--- src/rtl/mc_ctrl_fsm.sv ---
// mc_ctrl_fsm: multicycle CPU control FSM with memory handshakes, wait timeout and sticky fault; define CTRL_ILLEGAL_EN to fault on undecoded instructions
module mc_ctrl_fsm #(
  parameter int MEM_TIMEOUT = 16,
  parameter int TO_W = 8
) (
  input  logic       clk,
  input  logic       rst_n,
  input  logic [5:0] opcode,
  input  logic [5:0] funct,
  input  logic       imem_ready,
  input  logic       dmem_ready,
  output logic       imem_req,
  output logic       dmem_req,
  output logic       mem_wr,
  output logic       ir_wr,
  output logic       pc_wr,
  output logic       rs_wr,
  output logic       rt_wr,
  output logic       reg_wr,
  output logic [1:0] reg_dst,
  output logic       alu_src,
  output logic [2:0] alu_ctrl,
  output logic [1:0] mem_to_reg,
  output logic       jump,
  output logic       beq,
  output logic       bne,
  output logic [2:0] state,
  output logic       fault,
  output logic [1:0] fault_cause
);
  typedef enum logic [2:0] {S_IF = 3'd0, S_ID = 3'd1, S_EX = 3'd2, S_MEM = 3'd3, S_WB = 3'd4, S_FAULT = 3'd5} st_t;
`ifdef CTRL_ILLEGAL_EN
  localparam bit ILL_FAULT = 1'b1;
`else
  localparam bit ILL_FAULT = 1'b0;
`endif
  localparam logic [TO_W-1:0] TO_LIM = TO_W'(MEM_TIMEOUT);
  st_t st, nxt, d_nxt;
  logic [TO_W-1:0] cnt;
  logic [1:0] rd_q, m2r_q, d_rd, d_m2r;
  logic [2:0] alu_q, d_alu;
  logic src_q, j_q, beq_q, bne_q, st_q;
  logic d_legal, d_src, d_j, d_beq, d_bne, d_st, to, waiting, show;
  always_comb begin
    d_legal = 1'b1;
    d_rd = 2'd0;
    d_src = 1'b0;
    d_alu = 3'd0;
    d_m2r = 2'd0;
    d_j = 1'b0;
    d_beq = 1'b0;
    d_bne = 1'b0;
    d_st = 1'b0;
    d_nxt = S_EX;
    case (opcode)
      6'h00: case (funct)
        6'h20: d_alu = 3'd0;
        6'h22: d_alu = 3'd1;
        6'h2a: d_alu = 3'd3;
        6'h08: begin d_j = 1'b1; d_nxt = S_IF; end
        default: d_legal = 1'b0;
      endcase
      6'h02: begin d_j = 1'b1; d_nxt = S_IF; end
      6'h03: begin d_j = 1'b1; d_rd = 2'd1; d_m2r = 2'd2; d_nxt = S_WB; end
      6'h04: begin d_beq = 1'b1; d_alu = 3'd1; end
      6'h05: begin d_bne = 1'b1; d_alu = 3'd1; end
      6'h08: begin d_rd = 2'd2; d_src = 1'b1; end
      6'h0e: begin d_rd = 2'd2; d_src = 1'b1; d_alu = 3'd2; end
      6'h23: begin d_rd = 2'd2; d_src = 1'b1; d_m2r = 2'd1; end
      6'h2b: begin d_src = 1'b1; d_st = 1'b1; end
      default: d_legal = 1'b0;
    endcase
  end
  assign to = (MEM_TIMEOUT != 0) && (cnt >= TO_LIM);
  assign waiting = (st == S_IF && !imem_ready) || (st == S_MEM && !dmem_ready);
  always_comb begin
    nxt = st;
    case (st)
      S_IF:    nxt = imem_ready ? S_ID : to ? S_FAULT : S_IF;
      S_ID:    nxt = d_legal ? d_nxt : ILL_FAULT ? S_FAULT : S_IF;
      S_EX:    nxt = (beq_q || bne_q) ? S_IF : (m2r_q == 2'd1 || st_q) ? S_MEM : S_WB;
      S_MEM:   nxt = dmem_ready ? (st_q ? S_IF : S_WB) : to ? S_FAULT : S_MEM;
      S_WB:    nxt = S_IF;
      S_FAULT: nxt = S_FAULT;
      default: nxt = S_IF;
    endcase
  end
  always_ff @(posedge clk) begin
    if (!rst_n) begin
      st <= S_IF;
      cnt <= '0;
      fault <= 1'b0;
      fault_cause <= 2'b00;
      rd_q <= 2'd0;
      src_q <= 1'b0;
      alu_q <= 3'd0;
      m2r_q <= 2'd0;
      j_q <= 1'b0;
      beq_q <= 1'b0;
      bne_q <= 1'b0;
      st_q <= 1'b0;
    end else begin
      st <= nxt;
      cnt <= (nxt != st) ? '0 : (waiting && cnt != '1) ? cnt + 1'b1 : cnt;
      if (nxt == S_FAULT && st != S_FAULT) begin
        fault <= 1'b1;
        fault_cause <= (st == S_IF) ? 2'b01 : (st == S_ID) ? 2'b10 : 2'b11;
      end
      if (st == S_ID && d_legal) begin
        rd_q <= d_rd;
        src_q <= d_src;
        alu_q <= d_alu;
        m2r_q <= d_m2r;
        j_q <= d_j;
        beq_q <= d_beq;
        bne_q <= d_bne;
        st_q <= d_st;
      end
    end
  end
  // fields follow the live decode during ID so jump accompanies the ID pc_wr
  assign show = (st == S_ID) && d_legal;
  assign reg_dst = show ? d_rd : rd_q;
  assign alu_src = show ? d_src : src_q;
  assign alu_ctrl = show ? d_alu : alu_q;
  assign mem_to_reg = show ? d_m2r : m2r_q;
  assign jump = show ? d_j : j_q;
  assign beq = show ? d_beq : beq_q;
  assign bne = show ? d_bne : bne_q;
  assign state = st;
  assign imem_req = rst_n && st == S_IF;
  assign ir_wr = rst_n && st == S_IF && imem_ready;
  assign pc_wr = rst_n && ((st == S_IF && imem_ready) || (show && d_j) || (st == S_EX && (beq_q || bne_q)));
  assign rs_wr = rst_n && st == S_ID;
  assign rt_wr = rst_n && st == S_ID;
  assign dmem_req = rst_n && st == S_MEM;
  assign mem_wr = rst_n && st == S_MEM && st_q;
  assign reg_wr = rst_n && st == S_WB;
endmodule

--- config.mk ---
export PLATFORM = sky130hd
export DESIGN_NAME = mc_ctrl_fsm
export DESIGN_NICKNAME = d
export VERILOG_FILES = /design/src/rtl/mc_ctrl_fsm.sv
export SDC_FILE = /design/constraint.sdc
export NUM_CORES = 1
export LEC_CHECK = 0
export CORE_UTILIZATION = 45
export CTS_CLUSTER_DIAMETER = 200
export DETAILED_ROUTE_END_ITERATION = 10
export PLACE_DENSITY_LB_ADDON = 0.2
export SYNTH_ARGS = -nofsm -noshare
export SYNTH_HDL_FRONTEND = slang
export SYNTH_SLANG_ARGS = --single-unit
--- constraint.sdc ---
create_clock -name clk -period 2.5 [get_ports clk]
set_input_delay 0.25 -clock clk [delete_from_list [all_inputs] [get_ports clk]]
set_output_delay 0.25 -clock clk [all_outputs]
set_load 0.05 [all_outputs]
==> metrics.txt, run 1 <==
status finished, final reports clean; Post-Route Setup TNS 0 ns; cell-by-cell trace of the critical path clkdlybuf4s50_1 -> or4_4 -> nor4_4 -> or2_4 -> o21ai_4 -> a21o_1 -> buf_4; type of the tightest min-delay check in -> reg; switching power of the nets 0.0002447 W; net count of the finished layout 286; actual slew at the worst max-slew pin 0.5030 ns; largest delay contributor family on the critical path simple AND/OR/NAND/NOR gates; worst hold slack after final layout about 0.38 ns; wire length of the first global-routing pass 7.093 mm; critical path capture point type output port; leakage power total 1.043 nW; Final Hold Vio Count 0; vias in the first global route 1595; data arrival at the endpoint of the critical path 2.18 ns; clock latency reported for the late side of the worst-skew pair 0.32 ns; number of DRC markers in iteration 0 127; maximum root-to-sink buffer count 2; netlist area before placement around 1700 sq um; Starting Density 48.35%; total CTS buffers 3; final weighted congestion of routability-driven global placement 0.8483; count of buffers inserted at the top-level ports 40; Area Overhead vs Synth 47.88%; clock slew at reported path FFs 0.14 ns; asr flop ratio synth 0%; share of total power in combinational logic 26.4%; leading cell type by number of instances after synthesis nor2_1; total congestion overflow 0; global-route track usage on met1 28.59%; count of clock tree sinks 26; worst-case vdd ir drop 0.2524 mV; post-route antenna net violation count 0; Power Dens Cells approximately 330 nW/um^2; synthesized net count 224; worst min-delay path endpoint st_q$_SDFFE_PN0N_; end of the worst register-to-register path fault_cause[1]$_SDFFE_PN0P_; post-layout min period 2.430 ns; number of flops mapped to enable cells by yosys 0; Std-Cell Rows 21; Pint 0.0005732 W; Highest Clock Rate between 400 and 500 MHz; count of different cell masters after synthesis 60; DRC violation count after routing 0; global routing usage on met3 2.737%; Max FO, Critical Path 8; number of setup violations in the final report 0; number of antenna violations at the first check in global routing 0; area fraction of the dominant cell type after synthesis 31.52%; Detailed Route WL 4.324 mm; Slew Viols, Final 0; top cells by instance count after synthesis nor2_1 (29), dfxtp_1 (26), nand2_1 (13); via count 1778; crit path buf inv count 2; post-detailed-route via-to-cell ratio about 5.7; clock power share a little over a fifth; DR WL/cell ~14 um; Synth Area per Inst 8.017 sq um; routing layer with the top usage in global route met2; Crit path largest cell delay 0.51 ns; overall die height 62.58 um; half-perimeter wire length after placement 3.221 mm; Crit Reg-Reg Startpoint state[0]$_SDFF_PN0_; number of optimization iterations in the first detailed-route pass 4; area of the die 3916 sq um; Filler Cells Inserted 297; cell with the largest stage delay on the worst path or4_4; switching power share of the total 29.92%; number of instances in the placed design 305; Primary FF master, synth dfxtp_1; Hold Startpoint opcode[3]; biggest area consumer among synthesized cells dfxtp_1; buffer cell driving the clock tree root clkbuf_4; Syn. warnings 0; kind of start point of the critical path primary input; post-synthesis cell count 206; worst slew margin relative to its limit 65.60%; pin count of the biggest net entering global routing 17; worst hold path stage count 4; clock tree from TritonCTS yes; proportion of layout cells with a drive suffix above 1 between 20% and 30%; part of the power in registers between 50% and 60%; required time at the endpoint of the critical path 2.25 ns; number of antenna repair diodes 0; flip-flop and latch count after synthesis 26; startpoint-to-endpoint class of the critical path in -> out; Clock H-tree levels 1; chip width 62.58 um; top post-synthesis cells by area dfxtp_1 (32%), nor2_1 (6.6%), a21oi_1 (3.6%); total routing usage reported by global routing about 22%; non-filler instance count after layout 312; io pins 41; final critical-path share of the clock period 97.22%; final worst clock skew around 0.0073 ns; flop-to-flop setup slack 0.46 ns; number of maximum-capacitance constraint violations 0; worst r2r path cells 7; fraction of the yosys area taken by sequential cells about a third; met2 routing resource usage after global routing 39.13%; core outline area 3416 sq um; number of buffers added to fix hold violations after cts 0
what timing repair did:
action | in CTS | in global routing
gates resized for setup | 7 | 10
setup buffers | 1 | 3
pin swaps | 1 | 7
endpoints found under the setup margin | 8 | 12
endpoints found under the hold margin | 0 | 0
state kept, by name, summed over array words and instances (netlist names), 2 cells and up:
register and cells:
m2r_q 2, fault_cause 2, alu_q 3, rd_q 2, cnt 8, state 3
worst min-delay path, delay by kind of cell:
kind                   cells  cell delay [ns]
buffers and inverters      2             0.27
AND/OR/NAND/NOR            2             0.15
worst max-delay path by stage:
| stage | slack, ns | cells past startpoint | end | from |
|---|---|---|---|---|
| 3_3_place_gp | -0.02 | 7 | reg_dst[0] | opcode[3] |
| 2_1_floorplan | -0.06 | 3 | ir_wr | state[2]$_SDFF_PN0_ |
| 3_5_place_dp | -0.08 | 8 | mem_to_reg[1] | opcode[0] |
| 4_1_cts | 0.005 | 8 | reg_dst[0] | opcode[3] |
| 5_1_grt | -0.005 | 7 | beq | funct[2] |
| 6_report | 0.07 | 7 | beq | funct[2] |
power by group through the flow:
stage	combinational (W)	clock (W)	sequential [W]
after global placement	0.000206	0	0.000434
after CTS	0.000213	0.000180	0.000425
final	0.000216	0.000177	0.000425
after floorplan	0.000107	0	0.000438
after detailed placement	0.000209	0	0.000435
after global routing	0.000231	0.000193	0.000426
kinds of logic after synthesis:
family,count (synthesis),synth area share (%)
simple gates,95,32.43
compound gates,59,25.84
flops,26,31.52
buf+inv,17,4.924
xor+xnor,6,3.182
fa+ha+maj,2,1.515
mux,1,0.6061
final cells by class:
| class | instances | area, sq um | share of cell area [%] |
|---|---|---|---|
| Multi-Input combinational cell | 163 | 1112 | 45.54 |
| Timing Repair Buffer | 66 | 695.7 | 28.48 |
| Sequential cell | 26 | 524.3 | 21.47 |
| Tap cell | 46 | 57.56 | 2.357 |
| Inverter | 8 | 30.03 | 1.230 |
| Clock buffer | 3 | 22.52 | 0.9221 |
metal layers:
metal / wire length, um / up-vias
met5: 0 / -
met4: 15 / 0
met1: 1953 / 835
li1: - / 886
met2: 2185 / 55
met3: 170 / 2
stage by stage:
stage          power [W]  instance area [sq um]  setup slack, ns  utilization, %
2_1_floorplan  0.0005451                   1683         -0.05585               -
3_3_place_gp   0.0006405                   2332         -0.02065           68.28
3_5_place_dp   0.0006433                   2332         -0.08434           68.28
4_1_cts        0.0008179                   2389         0.004722           69.93
5_1_grt        0.0008495                   2442        -0.005186           71.50
6_report       0.0008179                   2442          0.06960           71.50
placed cells by master (no fill, tap or decap), types with 3 or more instances in the layout:
master and instances:
clkdlybuf4s50_1 18, buf_6 5, clkbuf_4 3, or4_4 3
nor3b_1 3, buf_12 10, a31oi_1 5, o21a_1 4
nor2_1 27, inv_1 7, o21ai_0 8, and3_1 5
xnor2_1 4, nand3_1 7, nand2_1 12, and2_1 5
a21oi_1 11, dfxtp_1 25, buf_4 30, nor3_1 7
a21o_1 5
Power figures use the tool's default switching activity.
==> run 2: changes to the inputs <==
- REMOVE_ABC_BUFFERS: default -> 1
==> run 2 against run 1 <==
Net effect:
- power grew 15%
- global-route usage grew 0.73 points
- first-iteration DRC count shrank 13%
- via count is 1.6% lower
- critical path depth stayed put
==> metrics.txt, run 2 (synthesis results as in run 1) <==
Slew Viols, Final 0 (unchanged); number of setup violations in the final report 0 (unchanged); Clock H-tree levels 1 (unchanged); data arrival at the endpoint of the critical path 2.17 ns (was 2.18 ns); number of DRC markers in iteration 0 111 (was 127); worst hold slack after final layout 0.3034 ns (was 0.3766 ns); Max FO, Critical Path 8 (unchanged); pin count of the biggest net entering global routing 17 (unchanged); core outline area 3416 sq um (unchanged); Most flops, register cnt (unchanged); Highest Clock Rate 412.7 MHz (was 411.5 MHz); number of flip-flops under the largest register name 8 (unchanged); share of total power in combinational logic 23.3% (was 26.4%); kind of start point of the critical path primary input (unchanged); status finished, final reports clean (unchanged); via count 1750 (was 1778); DR WL/cell 13.90 um (was 13.86 um); half-perimeter wire length after placement 3.289 mm (was 3.221 mm); post-route antenna net violation count 0 (unchanged); chip width 62.58 um (unchanged); non-filler instance count after layout 314 (was 312); vias in the first global route 1675 (was 1595); total routing usage reported by global routing 22.82% (was 22.09%); actual slew at the worst max-slew pin 0.5079 ns (was 0.5030 ns); area of the die 3916 sq um (unchanged); number of antenna repair diodes 0 (unchanged); number of optimization iterations in the first detailed-route pass 4 (unchanged); Power Dens Cells 378.1 nW/um^2 (was 334.9 nW/um^2); Final Hold Vio Count 0 (unchanged); number of antenna violations at the first check in global routing 0 (unchanged); final critical-path share of the clock period 96.92% (was 97.22%); post-layout min period 2.423 ns (was 2.430 ns); maximum root-to-sink buffer count 2 (unchanged); count of clock tree sinks 26 (unchanged); required time at the endpoint of the critical path 2.25 ns (about the same); total congestion overflow 0 (unchanged); clock latency reported for the late side of the worst-skew pair 0.33 ns (was 0.32 ns); total CTS buffers 3 (unchanged); part of the power in registers 45.0% (was 52.0%); net count of the finished layout 287 (was 286); switching power share of the total 27.44% (was 29.92%); clock slew at reported path FFs 0.14 ns (about the same); io pins 41 (unchanged); register area 520.5 sq um (was 524.3 sq um); setup repair after global routing missed its margin false; post-detailed-route via-to-cell ratio 5.573 (was 5.699); proportion of layout cells with a drive suffix above 1 26.49% (was 27.82%); final worst clock skew 0.004959 ns (was 0.007324 ns); worst-case vdd ir drop 0.2079 mV (was 0.2524 mV); Pint 0.0006811 W (was 0.0005732 W); worst slew margin relative to its limit 65.26% (was 65.60%); final weighted congestion of routability-driven global placement 0.9222 (was 0.8483); final design utilization 72.67% (was 71.50%); overall die height 62.58 um (unchanged); number of maximum-capacitance constraint violations 0 (unchanged); number of buffers added to fix hold violations after cts 0 (unchanged); clock tree from TritonCTS yes (unchanged); DRC violation count after routing 0 (unchanged); startpoint-to-endpoint class of the critical path in -> out (unchanged); buffer cell driving the clock tree root clkbuf_4 (unchanged); commonest non-fill, non-tap cells in the layout nor2_1 (27), buf_4 (27), dfxtp_1 (26) (was buf_4 (30), nor2_1 (27), dfxtp_1 (25)); Std-Cell Rows 21 (unchanged); Filler Cells Inserted 281 (was 297); footprint of the multi-input gates 1092 sq um (was 1112 sq um); critical path capture point type output port (unchanged); clock power share 31.6% (was 21.7%); type of the tightest min-delay check in -> reg (unchanged); Area Overhead vs Synth 50.30% (was 47.88%); leakage power total 1.090 nW (was 1.043 nW); number of instances in the placed design 308 (was 305); switching power of the nets 0.0002576 W (was 0.0002447 W); wire length of the first global-routing pass 7.238 mm (was 7.093 mm); Starting Density 48.35% (unchanged); count of buffers inserted at the top-level ports 40 (unchanged); Detailed Route WL 4.365 mm (was 4.324 mm)
-- run 2: cell types whose count changed in the layout (fill, tap and decap cells not counted), moves of 3 or more --
cell / previous run / this run
clkdlybuf4s50_1: 18 / 15
dlymetal6s2s_1: 2 / 6
buf_6: 5 / 9
buf_4: 30 / 27
-- run 2: worst max-delay path: stages --
cell and delay (ns):
clkdlybuf4s50_1 0.45, or4_4 0.51, nor4_4 0.30, or2_4 0.22, o21ai_4 0.09, a21o_1 0.20
buf_6 0.15
-- run 2: cell type report --
cell class | instances | area share (%)
Tap cell | 46 | 2.319
Multi-Input combinational cell | 163 | 44.00
Clock buffer | 3 | 0.9073
Timing Repair Buffer | 67 | 29.39
Inverter | 8 | 1.210
Sequential cell | 26 | 20.97
Clock inverter | 1 | 1.210
-- run 2: timing repair --
item	in CTS	in global routing
hold endpoints to repair	0	0
setup endpoints to repair	12	12
setup buffers	0	2
pin swaps	0	11
gates resized for setup	2	24
-- run 2: metrics by stage --
step	cell area [sq um]	setup slack (ns)	setup TNS, ns	power [W]
floorplan	1600	-0.5687	-3.155	0.0005316
global placement	2323	-0.04554	-0.09684	0.0006402
detailed placement	2323	-0.1054	-0.4628	0.0006423
CTS	2384	0.009982	0	0.0009363
global route	2482	0.002591	0	0.0009818
finish	2482	0.07711	0	0.0009387
-- run 2: power by group through the flow --
stage	Sequential (W)	Combinational (W)	Clock (W)
floorplan	0.000441	0.0000910	0
global placement	0.000432	0.000209	0
detailed placement	0.000432	0.000211	0
CTS	0.000423	0.000212	0.000301
global route	0.000424	0.000234	0.000324
finish	0.000423	0.000219	0.000297
-- run 2: layer usage --
metal / vias up / global-route usage [%] / routed length [um]
met5: - / 0 / 0
met4: 0 / 10.47 / 89
met3: 6 / 2.555 / 136
met2: 41 / 40.08 / 2249
met1: 815 / 27.63 / 1890
li1: 888 / - / -
-- run 2: path summary, 6_finish.rpt --
kind	from	endpoint	slack, ns	cells after the start
setup / recovery	funct[2]	beq	0.08	7
hold reg to reg	fault_cause[0]$_SDFFE_PN0P_	fault_cause[0]$_SDFFE_PN0P_	0.49	1
setup reg to reg	state[1]$_SDFF_PN0_	cnt[6]$_SDFFE_PP0P_	0.50	6
hold / removal	opcode[3]	st_q$_SDFFE_PN0N_	0.30	4
==> run 3: changes to the inputs <==
- TNS_END_PERCENT: default -> 10
==> results of run 3 <==
Final layout, timing and power as in run 2 (identical DEF).
